<file path="config.mk">
export PLATFORM = sky130hd
export DESIGN_NAME = readout_scheduler
export DESIGN_NICKNAME = d
export VERILOG_FILES = /design/src/rtl/readout_pkg.sv /design/src/rtl/readout_byte_tx.sv /design/src/rtl/readout_scheduler.sv
export SDC_FILE = /design/constraint.sdc
export NUM_CORES = 1
export LEC_CHECK = 0
export BUFFER_PORTS_ARGS = -buffer_cell sky130_fd_sc_hd__buf_2
export CAP_MARGIN = 20
export CELL_PAD_IN_SITES_DETAIL_PLACEMENT = 1
export CELL_PAD_IN_SITES_GLOBAL_PLACEMENT = 1
export CORE_UTILIZATION = 42
export DETAILED_ROUTE_END_ITERATION = 8
export GPL_ROUTABILITY_DRIVEN = 0
export PLACE_DENSITY = 0.88
export SLEW_MARGIN = 30
export SYNTH_ARGS = -nofsm -noshare
export SYNTH_HDL_FRONTEND = slang
export SYNTH_SLANG_ARGS = --single-unit
</file>
<file path="constraint.sdc">
create_clock -name CLK -period 2.45 [get_ports CLK]
set_input_delay 0.49 -clock CLK [delete_from_list [all_inputs] [get_ports CLK]]
set_output_delay 0.49 -clock CLK [all_outputs]
set_load 0.005 [all_outputs]
</file>
<file path="src/rtl/readout_pkg.sv">
// rtl/readout_pkg.sv - shared states, constants and helpers for the readout scheduler
package readout_pkg;

  typedef enum logic [3:0] {
    S_IDLE,
    S_HDR,
    S_CNT,
    S_SELECT,
    S_CAPTURE,
    S_SEND_HI,
    S_SEND_LO,
    S_ADVANCE,
    S_CSUM,
    S_DONE
  } state_t;

  localparam logic [7:0] HDR_BYTE = 8'hA5;

  // Header, frame count and checksum plus two bytes per enabled pixel-bank.
  function automatic int unsigned frame_bytes(input int unsigned pixels, input logic [1:0] bank_en);
    return 32'd3 + 32'd2 * pixels * (32'(bank_en[0]) + 32'(bank_en[1]));
  endfunction

endpackage

</file>
<file path="src/rtl/readout_byte_tx.sv">
// rtl/readout_byte_tx.sv - registered byte output with valid/ready hold
module readout_byte_tx (
  input  logic       clk,
  input  logic       rst,
  input  logic       abort,
  input  logic       load,
  input  logic [7:0] load_data,
  input  logic       ready,
  output logic [7:0] data,
  output logic       valid,
  output logic       fire
);

  assign fire = valid & ready;

  // A new load only arrives after a transfer or while idle, so data never moves under a stall.
  always_ff @(posedge clk) begin
    if (rst) begin
      data  <= 8'h00;
      valid <= 1'b0;
    end else if (abort) begin
      valid <= 1'b0;
    end else if (load) begin
      data  <= load_data;
      valid <= 1'b1;
    end else if (fire) begin
      valid <= 1'b0;
    end
  end

endmodule

</file>
<file path="src/rtl/readout_scheduler.sv">
// rtl/readout_scheduler.sv - frame sequencer streaming per-pixel periods as bytes
module readout_scheduler
  import readout_pkg::*;
#(
  parameter int PIXELS       = 64,
  parameter int COUNTER_BITS = 16
) (
  input  logic                        CLK,
  input  logic                        RST,
  input  logic                        START,
  input  logic                        ABORT,
  input  logic [1:0]                  BANK_EN,
  output logic [$clog2(PIXELS)-1:0]   PIX_SEL,
  output logic                        BANK_SEL,
  input  logic [COUNTER_BITS-1:0]     PERIOD_IN,
  output logic [7:0]                  OUT_DATA,
  output logic                        OUT_VALID,
  input  logic                        OUT_READY,
  output logic                        BUSY,
  output logic                        FRAME_DONE,
  output logic [7:0]                  FRAME_CNT
);

  localparam int PIX_W = $clog2(PIXELS);
  localparam logic [PIX_W-1:0] PIX_LAST = PIX_W'(PIXELS - 1);

  state_t           state_q;
  logic [PIX_W-1:0] pix_q;
  logic             bank_q;
  logic [1:0]       en_q;
  logic [7:0]       csum_q;
  logic [7:0]       period_lo_q;
  logic [7:0]       frame_cnt_q;
  logic             frame_done_q;

  logic             tx_load;
  logic [7:0]       tx_byte;
  logic             tx_fire;
  logic             last_slot;

  // Final slot: last pixel, and either the column bank or a row-only frame.
  assign last_slot = (pix_q == PIX_LAST) && (bank_q || !en_q[1]);

  always_comb begin
    tx_load = 1'b0;
    tx_byte = 8'h00;
    if (!ABORT) begin
      case (state_q)
        S_IDLE: begin
          if (START && (BANK_EN != 2'b00)) begin
            tx_load = 1'b1;
            tx_byte = HDR_BYTE;
          end
        end
        S_HDR: begin
          if (tx_fire) begin
            tx_load = 1'b1;
            tx_byte = frame_cnt_q;
          end
        end
        S_CAPTURE: begin
          tx_load = 1'b1;
          tx_byte = PERIOD_IN[15:8];
        end
        S_SEND_HI: begin
          if (tx_fire) begin
            tx_load = 1'b1;
            tx_byte = period_lo_q;
          end
        end
        S_ADVANCE: begin
          if (last_slot) begin
            tx_load = 1'b1;
            tx_byte = csum_q;
          end
        end
        default: ;
      endcase
    end
  end

  readout_byte_tx u_tx (
    .clk       (CLK),
    .rst       (RST),
    .abort     (ABORT),
    .load      (tx_load),
    .load_data (tx_byte),
    .ready     (OUT_READY),
    .data      (OUT_DATA),
    .valid     (OUT_VALID),
    .fire      (tx_fire)
  );

  always_ff @(posedge CLK) begin
    if (RST) begin
      state_q      <= S_IDLE;
      pix_q        <= '0;
      bank_q       <= 1'b0;
      en_q         <= 2'b00;
      csum_q       <= 8'h00;
      period_lo_q  <= 8'h00;
      frame_cnt_q  <= 8'h00;
      frame_done_q <= 1'b0;
    end else begin
      frame_done_q <= 1'b0;
      if (ABORT) begin
        state_q <= S_IDLE;
      end else begin
        case (state_q)
          S_IDLE: begin
            if (START && (BANK_EN != 2'b00)) begin
              state_q <= S_HDR;
              en_q    <= BANK_EN;
              pix_q   <= '0;
              bank_q  <= ~BANK_EN[0];
              csum_q  <= HDR_BYTE;
            end
          end
          S_HDR: begin
            if (tx_fire) begin
              state_q <= S_CNT;
              csum_q  <= csum_q ^ frame_cnt_q;
            end
          end
          S_CNT: begin
            if (tx_fire) state_q <= S_SELECT;
          end
          S_SELECT: state_q <= S_CAPTURE;
          S_CAPTURE: begin
            period_lo_q <= PERIOD_IN[7:0];
            csum_q      <= csum_q ^ PERIOD_IN[15:8];
            state_q     <= S_SEND_HI;
          end
          S_SEND_HI: begin
            if (tx_fire) begin
              state_q <= S_SEND_LO;
              csum_q  <= csum_q ^ period_lo_q;
            end
          end
          S_SEND_LO: begin
            if (tx_fire) state_q <= S_ADVANCE;
          end
          S_ADVANCE: begin
            if (last_slot) begin
              state_q <= S_CSUM;
            end else begin
              state_q <= S_SELECT;
              if (!bank_q && en_q[1]) begin
                bank_q <= 1'b1;
              end else begin
                pix_q  <= pix_q + PIX_W'(1);
                bank_q <= ~en_q[0];
              end
            end
          end
          S_CSUM: begin
            if (tx_fire) begin
              state_q      <= S_DONE;
              frame_done_q <= 1'b1;
            end
          end
          S_DONE: begin
            state_q     <= S_IDLE;
            frame_cnt_q <= frame_cnt_q + 8'd1;
          end
          default: state_q <= S_IDLE;
        endcase
      end
    end
  end

  assign PIX_SEL    = pix_q;
  assign BANK_SEL   = bank_q;
  assign BUSY       = (state_q != S_IDLE);
  assign FRAME_DONE = frame_done_q;
  assign FRAME_CNT  = frame_cnt_q;

endmodule

</file>
Word level (Yosys, flattened, before mapping)
Cells that the tools add are included.
- add/sub/neg operators: 2
- bitwise logic cells: 8
- reduce and logical (&&, ||, !) cells: 23
- multiplexer cells: 32
- eq/ne operators: 18
- operators with widths (kind ; number):
    $mux 8 ; 7
    $pmux 8 s5 ; 1
    $pmux 4 s9 ; 1
    $pmux 8 s4 ; 1
    $mux 4 ; 7
    $xor 8x8->8 ; 3
    $mux 6 ; 3
    $eq 4x3->1 const B ; 4
    $ne 2x2->1 const B ; 8
    $pmux 6 s2 ; 1
    $reduce_and 5->1 ; 2
    $mux 1 ; 9
    $add 8x1->8 const B ; 1
    $eq 4x2->1 const B ; 2
    $eq 4x4->1 const B ; 2
    $reduce_bool 4->1 ; 2
    $add 6x1->6 const B ; 1
    $eq 6x6->1 const B ; 1
    $reduce_and 2->1 ; 3
    $reduce_and 6->1 ; 1
    $reduce_bool 2->1 ; 3
    $eq 4x1->1 const B ; 1
    $logic_not 4->1 ; 1
    $not 1->1 ; 4
    10 further kinds ; 14
- register bits: 47
- output and inout bits: 26
- bits of input ports: 23

Logic depth before layout (Yosys ltp)
Gate-level depths: netlist of run 1.
- depth in word-level cells: 7
- depth in mapped cells: 7

Cells and area by module
A second synthesis of run 1 with hierarchy kept.
- cells, all modules: 313
- area, all modules: 2726.4 sq um
- by module, submodules not included (module ; cells an instance ; times used ; area each (sq um) ; seq. area each (sq um)):
    readout_scheduler ; 274 ; 1 ; 2319.7 ; 760.7
    readout_byte_tx ; 39 ; 1 ; 406.6 ; 180.2

Worst setup path after synthesis of run 1
OpenSTA, ideal clock, no wires.
- path type: input to register
- from: input ABORT
- to: register csum_q[3]
- library setup time: 0.115 ns
- required time: 2.335 ns
- stages: 7
- setup slack: 0.431 ns
- path buffers: 3
- arrival: 1.905 ns
- cells stage by stage: buf_2 -> or3_1 -> a221o_1 -> buf_2 -> buf_2 -> o21a_1 -> o21a_1
- word-level cells in the longest chain between the ends: 2
- RTL lines (what ; line ; RTL):
    start: declaration ; readout_scheduler.sv:11 ; input logic ABORT,
    $not 1->1 (no line) ; n/a ;
    $reduce_and 5->1 (no line) ; n/a ;
    end signal: assignment ; readout_scheduler.sv:122 ; csum_q <= csum_q ^ frame_cnt_q;
    end signal: assignment ; readout_scheduler.sv:131 ; csum_q <= csum_q ^ PERIOD_IN[15:8];
    end signal: assignment ; readout_scheduler.sv:137 ; csum_q <= csum_q ^ period_lo_q;
    end: declaration ; readout_scheduler.sv:31 ; logic [7:0] csum_q;
Every way passes these cells.
A chain may end at the register's enable or synchronous reset.

Worst setup path after layout of run 1
- from: register state_q[2]
- to: register period_lo_q[7]
- word-level cells in the longest chain between the ends: 2
- RTL lines (what ; line ; RTL):
    start: declaration ; readout_scheduler.sv:27 ; state_t state_q;
    start signal: assignment ; readout_scheduler.sv:96 ; state_q <= S_IDLE;
    start signal: assignment ; readout_scheduler.sv:107 ; state_q <= S_IDLE;
    start signal: assignment ; readout_scheduler.sv:112 ; state_q <= S_HDR;
    $eq 4x3->1 ; readout_scheduler.sv:109 ; case (state_q)
    $reduce_and 2->1 (no line) ; n/a ;
    end signal: assignment ; readout_scheduler.sv:130 ; period_lo_q <= PERIOD_IN[7:0];
    end: declaration ; readout_scheduler.sv:32 ; logic [7:0] period_lo_q;
Every way passes these cells.

==> results.md, run 1 <==
* Antenna violations before repair at 0
* Setup bufs post-CTS at 0
* TritonCTS clock tree: built
* Crit-path max FO at 11
* DRC viols at 0
* Number of global-route vias before repair at 2519
* Slew margin rel. at 0.570
* CP endpoint kind: flip-flop
* Crit-path cells: buf_4 > nor4b_2 > and2_1 > mux2i_1 > nor2_1
* Maximum buffer depth of the clock tree at 2
* Cell Area, Synth at 0.00259 mm²
* Async SR Flop Fraction at 0
* Post-DP HPWL at 5.74 mm
* Hold Crit Endpoint: period_lo_q[5]
* Register area at 941 µm²
* First-pass GRT wire length at 12.7 mm
* Status: complete, no violations
* Via Count at 2507
* Drt wl/cell at 18.9 µm
* Setup Crit Path Kind: reg -> reg
* N_diodes at 0
* Tightest Hold Check Type: in -> reg
* Die width at 80.6 µm
* Fmax at 475 MHz
* CTS Buf Count at 5
* P&R area growth vs syn at 15.8%
* Overall Power at 1.48 mW
* H-tree depth at 2
* Required time of the critical path at 2.64 ns
* Synth Flop Type: dfxtp_1
* RR Endpoint: period_lo_q[7]
* IO Count at 49
* Final WS setup at 0.344 ns
* Worst-margin pin slew at 0.645 ns
* Static leakage at 1.10 nW
* Fill cell count at 718
* Critical path's slowest cell: dfxtp_1
* Average instance area after synthesis at 9.03 µm²
* Largest area contributor in the netlist: dfxtp_1
* Setup TNS at 0 ns
* Port buffer count at 48
* Post-synth EDFFs at 0
* Tcrit/Tclk final at 0.860
* Clock tree root buffer cell: clkbuf_8
* Initial DRC count at 181
* Core area at 0.00592 mm²
* R2r setup slk at 0.34 ns
* FF-to-FF path depth at 5
* Setup violators final at 0
* Sequential share of the synthesized area at 0.363
* GRT Util Overall at 0.256
* Synth area leaders: dfxtp_1 36%, mux2i_1 6.9%, mux2_2 6.5%, a211oi_1 3.5%, o21a_1 3.5%
* Max Cap Viol at 0
* PwrDens at 494 mW/mm²
* Largest net degree at the start of global routing at 30
* Final antenna-violating net count at 0
* Num rows at 28
* #FFs+latches synth at 47
* Die Ht at 80.6 µm
* Total gr overflow at 0
* Synth warn at 0
* Peak supply drop at 0.222 mV
* Clk sink count at 47
* Multi-input gate area at 0.00152 mm²
* Worst-Skew Late Latency at 0.30 ns
* Max-slew violation count at 0
* Final wirelength at 7.74 mm
* Worst slack, placed at 0.281 ns
* Cell Count, Final, Fillers Out at 409
* Slowest cell delay on critical path at 0.55 ns
* Cells after Synth at 287
* Nets at 358
* Layout cells sized above 1 at 0.281
* Final hold vios at 0
* Die area at 0.00649 mm²
* Cells after DPL at 401
* RSZ-0062 raised after global routing: no
* Layout Skew at 0.00798 ns
* Synth unique cells at 53
* Final min period at 2.11 ns
* Syn nets at 312
* Synth top area share at 0.363
* WHS Path Cells at 3
* Clock edge transition at the registers on the reported setup and hold paths at 0.10 ns
* 1st-pass router iterations at 4
* Min-delay src: PERIOD_IN[5]
* Starting Density at 0.438
* CP Launch Type: flip-flop
* Via-to-Cell Ratio at 6.13
* Hold buffer count at CTS at 0
* Worst r2r src: state_q[2]
* Worst Path Arrival at 2.30 ns
* Post-CTS sizing at 0
-- synthesized netlist by cell type, types with 7 or more instances --
library cell and count:
a211oi_1 12, inv_1 7, nand3_1 10, a21oi_1 11, buf_2 8, nand2_1 20
dfxtp_1 47, nor3_1 10, o21a_1 12, mux2_2 15, clkbuf_1 10, mux2i_1 18
nor2_1 19
-- stage by stage --
stage               instance area, µm²  utilization  hold WS (ns)
finish                            3000        0.507         0.418
global route                      3000        0.507         0.435
CTS                               3000        0.507         0.416
detailed placement                2910        0.491         0.457
global placement                  2910        0.491         0.444
floorplan                         2590            -         0.437
-- state kept, by name, summed over array words and instances, names as in the netlist --
signal and count:
u_tx.valid 1, csum_q 8, PIX_SEL 6, u_tx.data 8
state_q 4, FRAME_CNT 8, period_lo_q 8, FRAME_DONE 1
BANK_SEL 1, en_q 2
-- per-layer routing --
| metal | global-route usage | up-vias | part of all wire |
|---|---|---|---|
| li1 | - | 1179 | - |
| met1 | 0.324 | 1243 | 0.43 |
| met2 | 0.438 | 72 | 0.51 |
| met3 | 0.0443 | 13 | 0.050 |
| met4 | 0.0750 | 0 | 0.015 |
| met5 | 0 | - | 0 |
-- cell usage in the layout, fill, tap and decap left out, types with 3 or more instances in the layout --
| cell | Yosys | routed |
|---|---|---|
| nand3_1 | 10 | 10 |
| o21ai_0 | 6 | 6 |
| inv_1 | 7 | 7 |
| o31ai_1 | 5 | 5 |
| xnor2_1 | 4 | 4 |
| nor2_1 | 19 | 19 |
| a211oi_1 | 12 | 12 |
| clkbuf_8 | 0 | 5 |
| buf_2 | 8 | 48 |
| or4_1 | 3 | 3 |
| nand2_1 | 20 | 20 |
| a222oi_1 | 4 | 4 |
| a311oi_1 | 5 | 5 |
| buf_4 | 1 | 12 |
| o21a_1 | 12 | 12 |
| nand2b_1 | 3 | 3 |
| or3_1 | 3 | 3 |
| nor4_1 | 3 | 3 |
| a21oi_1 | 11 | 11 |
| nand4_1 | 4 | 4 |
| nor3b_1 | 3 | 3 |
| mux2i_1 | 18 | 18 |
| dfxtp_1 | 47 | 47 |
| o31a_1 | 5 | 5 |
| nor3_1 | 10 | 10 |
| mux2_2 | 15 | 15 |
| a221oi_1 | 4 | 4 |
-- critical path, delay by kind of cell (launching register included) --
family	cells	cell delay, ns
buffers and inverters	1	0.28
flip-flops	1	0.55
multiplexers	1	0.29
AND/OR/NAND/NOR	3	0.85
-- worst max-delay path by stage --
stage / start / to / slack [ns] / cells past startpoint
detailed placement: ABORT / csum_q[0] / 0.28 / 5
global placement: ABORT / csum_q[5] / 0.34 / 5
CTS: state_q[2] / period_lo_q[7] / 0.35 / 5
finish: state_q[2] / period_lo_q[7] / 0.34 / 5
floorplan: ABORT / csum_q[3] / 0.43 / 7
global route: state_q[1] / u_tx.data[5] / 0.16 / 4
-- cell families (layout without fill, tap and decap cells) --
group,after synthesis,in the layout,share of synthesized area
XOR/XNOR,6,6,0.0203
AND/OR/NAND/NOR,94,94,0.197
buffers and inverters,28,75,0.0516
flip-flops,47,47,0.363
multiplexers,33,33,0.135
AO/OA/AOI/OAI,77,77,0.223
adder cells (fa/ha/maj),2,2,0.00965
-- cell type report --
| class | instances | area share |
|---|---|---|
| Clock buffer | 5 | 0.0229 |
| Clock inverter | 3 | 0.00792 |
| Inverter | 7 | 0.00875 |
| Multi-Input combinational cell | 212 | 0.506 |
| Sequential cell | 47 | 0.313 |
| Tap cell | 75 | 0.0313 |
| Timing Repair Buffer | 60 | 0.110 |
-- report_power, final --
| part | total [mW] | switching [mW] | internal [mW] | leakage [nW] |
|---|---|---|---|---|
| combinational | 0.185 | 0.104 | 0.0808 | 0.677 |
| sequential | 0.799 | 0.0153 | 0.784 | 0.381 |
| clock | 0.499 | 0.295 | 0.205 | 0.0408 |
| total | 1.48 | 0.414 | 1.07 | 1.10 |
Note: power is estimated with default switching activity, not from simulation.
==> inputs of run 2 (changes only) <==
- PLACE_DENSITY: 0.88 -> 0.78
==> run 2 against run 1 <==
Effect of this change:
- largest cell class unchanged
- clock-buffer cell count unchanged
- design area up 0.71%
- die area did not move
- via count down 1.7%
- total power is 0.71% lower
- clock skew is 0.0053 ns higher
- combinational power about the same
- first-iteration DRC count shrank 16%
- global-route usage fell by 0.69 points
==> results.md, run 2 (same netlist as run 1, synthesis figures left out) <==
* Status: complete, no violations
* Core area at 0.00592 mm²
* PwrDens at 487 mW/mm²
* Worst-margin pin slew at 0.685 ns
* WHS Path Cells at 3
* Setup Crit Path Kind: reg -> reg
* Max-slew violation count at 0
* CTS Buf Count at 5
* Worst Path Arrival at 2.36 ns
* Setup bufs post-CTS at 0
* Largest net degree at the start of global routing at 30
* Port buffer count at 48
* Final min period at 2.12 ns
* Hold buffer count at CTS at 0
* Post-CTS sizing at 0
* Register area at 941 µm²
* CP Launch Type: flip-flop
* Post-route cell area at 0.00302 mm²
* Clock edge transition at the registers on the reported setup and hold paths at 0.10 ns
* Setup TNS at 0 ns
* GRT Util Overall at 0.249
* Required time of the critical path at 2.70 ns
* Total gr overflow at 0
* Worst-Skew Late Latency at 0.31 ns
* P&R area growth vs syn at 16.6%
* Slew margin rel. at 0.543
* FF-to-FF path depth at 5
* Multi-input gate area at 0.00152 mm²
* Die Ht at 80.6 µm
* Max Cap Viol at 0
* Number of global-route vias before repair at 2458
* Die area at 0.00649 mm²
* Layout cells sized above 1 at 0.288
* Maximum buffer depth of the clock tree at 2
* First-pass GRT wire length at 12.2 mm
* TritonCTS clock tree: built
* Setup violators final at 0
* Slowest cell delay on critical path at 0.51 ns
* Clock tree root buffer cell: clkbuf_8
* Critical path buffers and inverters at 1
* CP endpoint kind: flip-flop
* Peak supply drop at 0.310 mV
* Antenna violations before repair at 0
* Num rows at 28
* Starting Density at 0.438
* Static leakage at 1.12 nW
* Post-DP HPWL at 5.47 mm
* Initial DRC count at 152
* Final wirelength at 7.42 mm
* Critical path's slowest cell: dfxtp_1
* 1st-pass router iterations at 5
* Crit-path max FO at 10
* H-tree depth at 2
* Die width at 80.6 µm
* Via-to-Cell Ratio at 5.98
* Final antenna-violating net count at 0
* Tcrit/Tclk final at 0.863
* Nets at 361
* RSZ-0062 raised after global routing: no
* DRC viols at 0
* CP top delay family: simple AND/OR/NAND/NOR gates
* Clk sink count at 47
* N_diodes at 0
* Final hold vios at 0
* Crit-path cells: buf_4 > nor3b_1 > nand4_1 > or3_1 > a21oi_1
* Tightest Hold Check Type: in -> reg
* Fmax at 473 MHz
* Layout Skew at 0.0133 ns
* Most frequent cells in the layout: 48 x buf_2, 47 x dfxtp_1, 20 x nand2_1, 19 x nor2_1, 18 x mux2i_1
* CP Depth at 5
* Commonest non-fill, non-tap cell in the layout: buf_2
* Fill cell count at 717
* Via Count at 2465
* Placed Area at 0.00293 mm²
* Drt wl/cell at 18.0 µm
* IO Count at 49
run 2: cell types whose count changed in the layout (fill, tap and decap cells not counted):
cell        before  now
clkinvlp_4       2    0
clkinv_4         0    1
buf_4           12   15
clkinv_2         0    1
run 2: worst paths after layout:
check,startpoint,to,slack [ns]
worst max register to register,state_q[3],FRAME_CNT[6],0.33
worst min register to register,en_q[1],en_q[1],0.47
worst min-delay path,PERIOD_IN[0],period_lo_q[0],0.41
worst max-delay path,state_q[3],FRAME_CNT[6],0.33
run 2: tightest hold or removal path: cells and delay by family:
kind	cells	cell delay [ns]
muxes	1	0.06
and+or+nand+nor	1	0.07
buffers and inverters	1	0.07
run 2: layout make-up:
| cell class | instances | share of cell area |
|---|---|---|
| clock buffers | 5 | 0.0228 |
| clock inverters | 3 | 0.00745 |
| inverters | 7 | 0.00869 |
| multi-input cells | 212 | 0.502 |
| flip-flops and latches | 47 | 0.311 |
| well taps | 75 | 0.0310 |
| repair buffers | 63 | 0.117 |
run 2: report_power, final:
part           switching (mW)  total [mW]  internal [mW]
clock network           0.285       0.490          0.205
logic                   0.101       0.183         0.0821
registers              0.0161       0.800          0.784
run 2: layer usage:
layer / vias up / GRT usage / share of wire
li1: 1183 / - / -
met1: 1208 / 0.323 / 0.46
met2: 66 / 0.414 / 0.48
met3: 8 / 0.0386 / 0.041
met4: 0 / 0.0875 / 0.014
met5: - / 0 / 0
run 2: through the flow:
stage	hold slack (ns)	setup slack (ns)	power, mW	cells	util
after floorplan	0.437	0.431	0.929	287	-
after global placement	0.444	0.327	0.993	404	0.495
after detailed placement	0.454	0.273	1.00	404	0.495
after CTS	0.412	0.375	1.49	412	0.511
after global routing	0.420	0.172	1.54	412	0.511
final	0.413	0.335	1.47	412	0.511
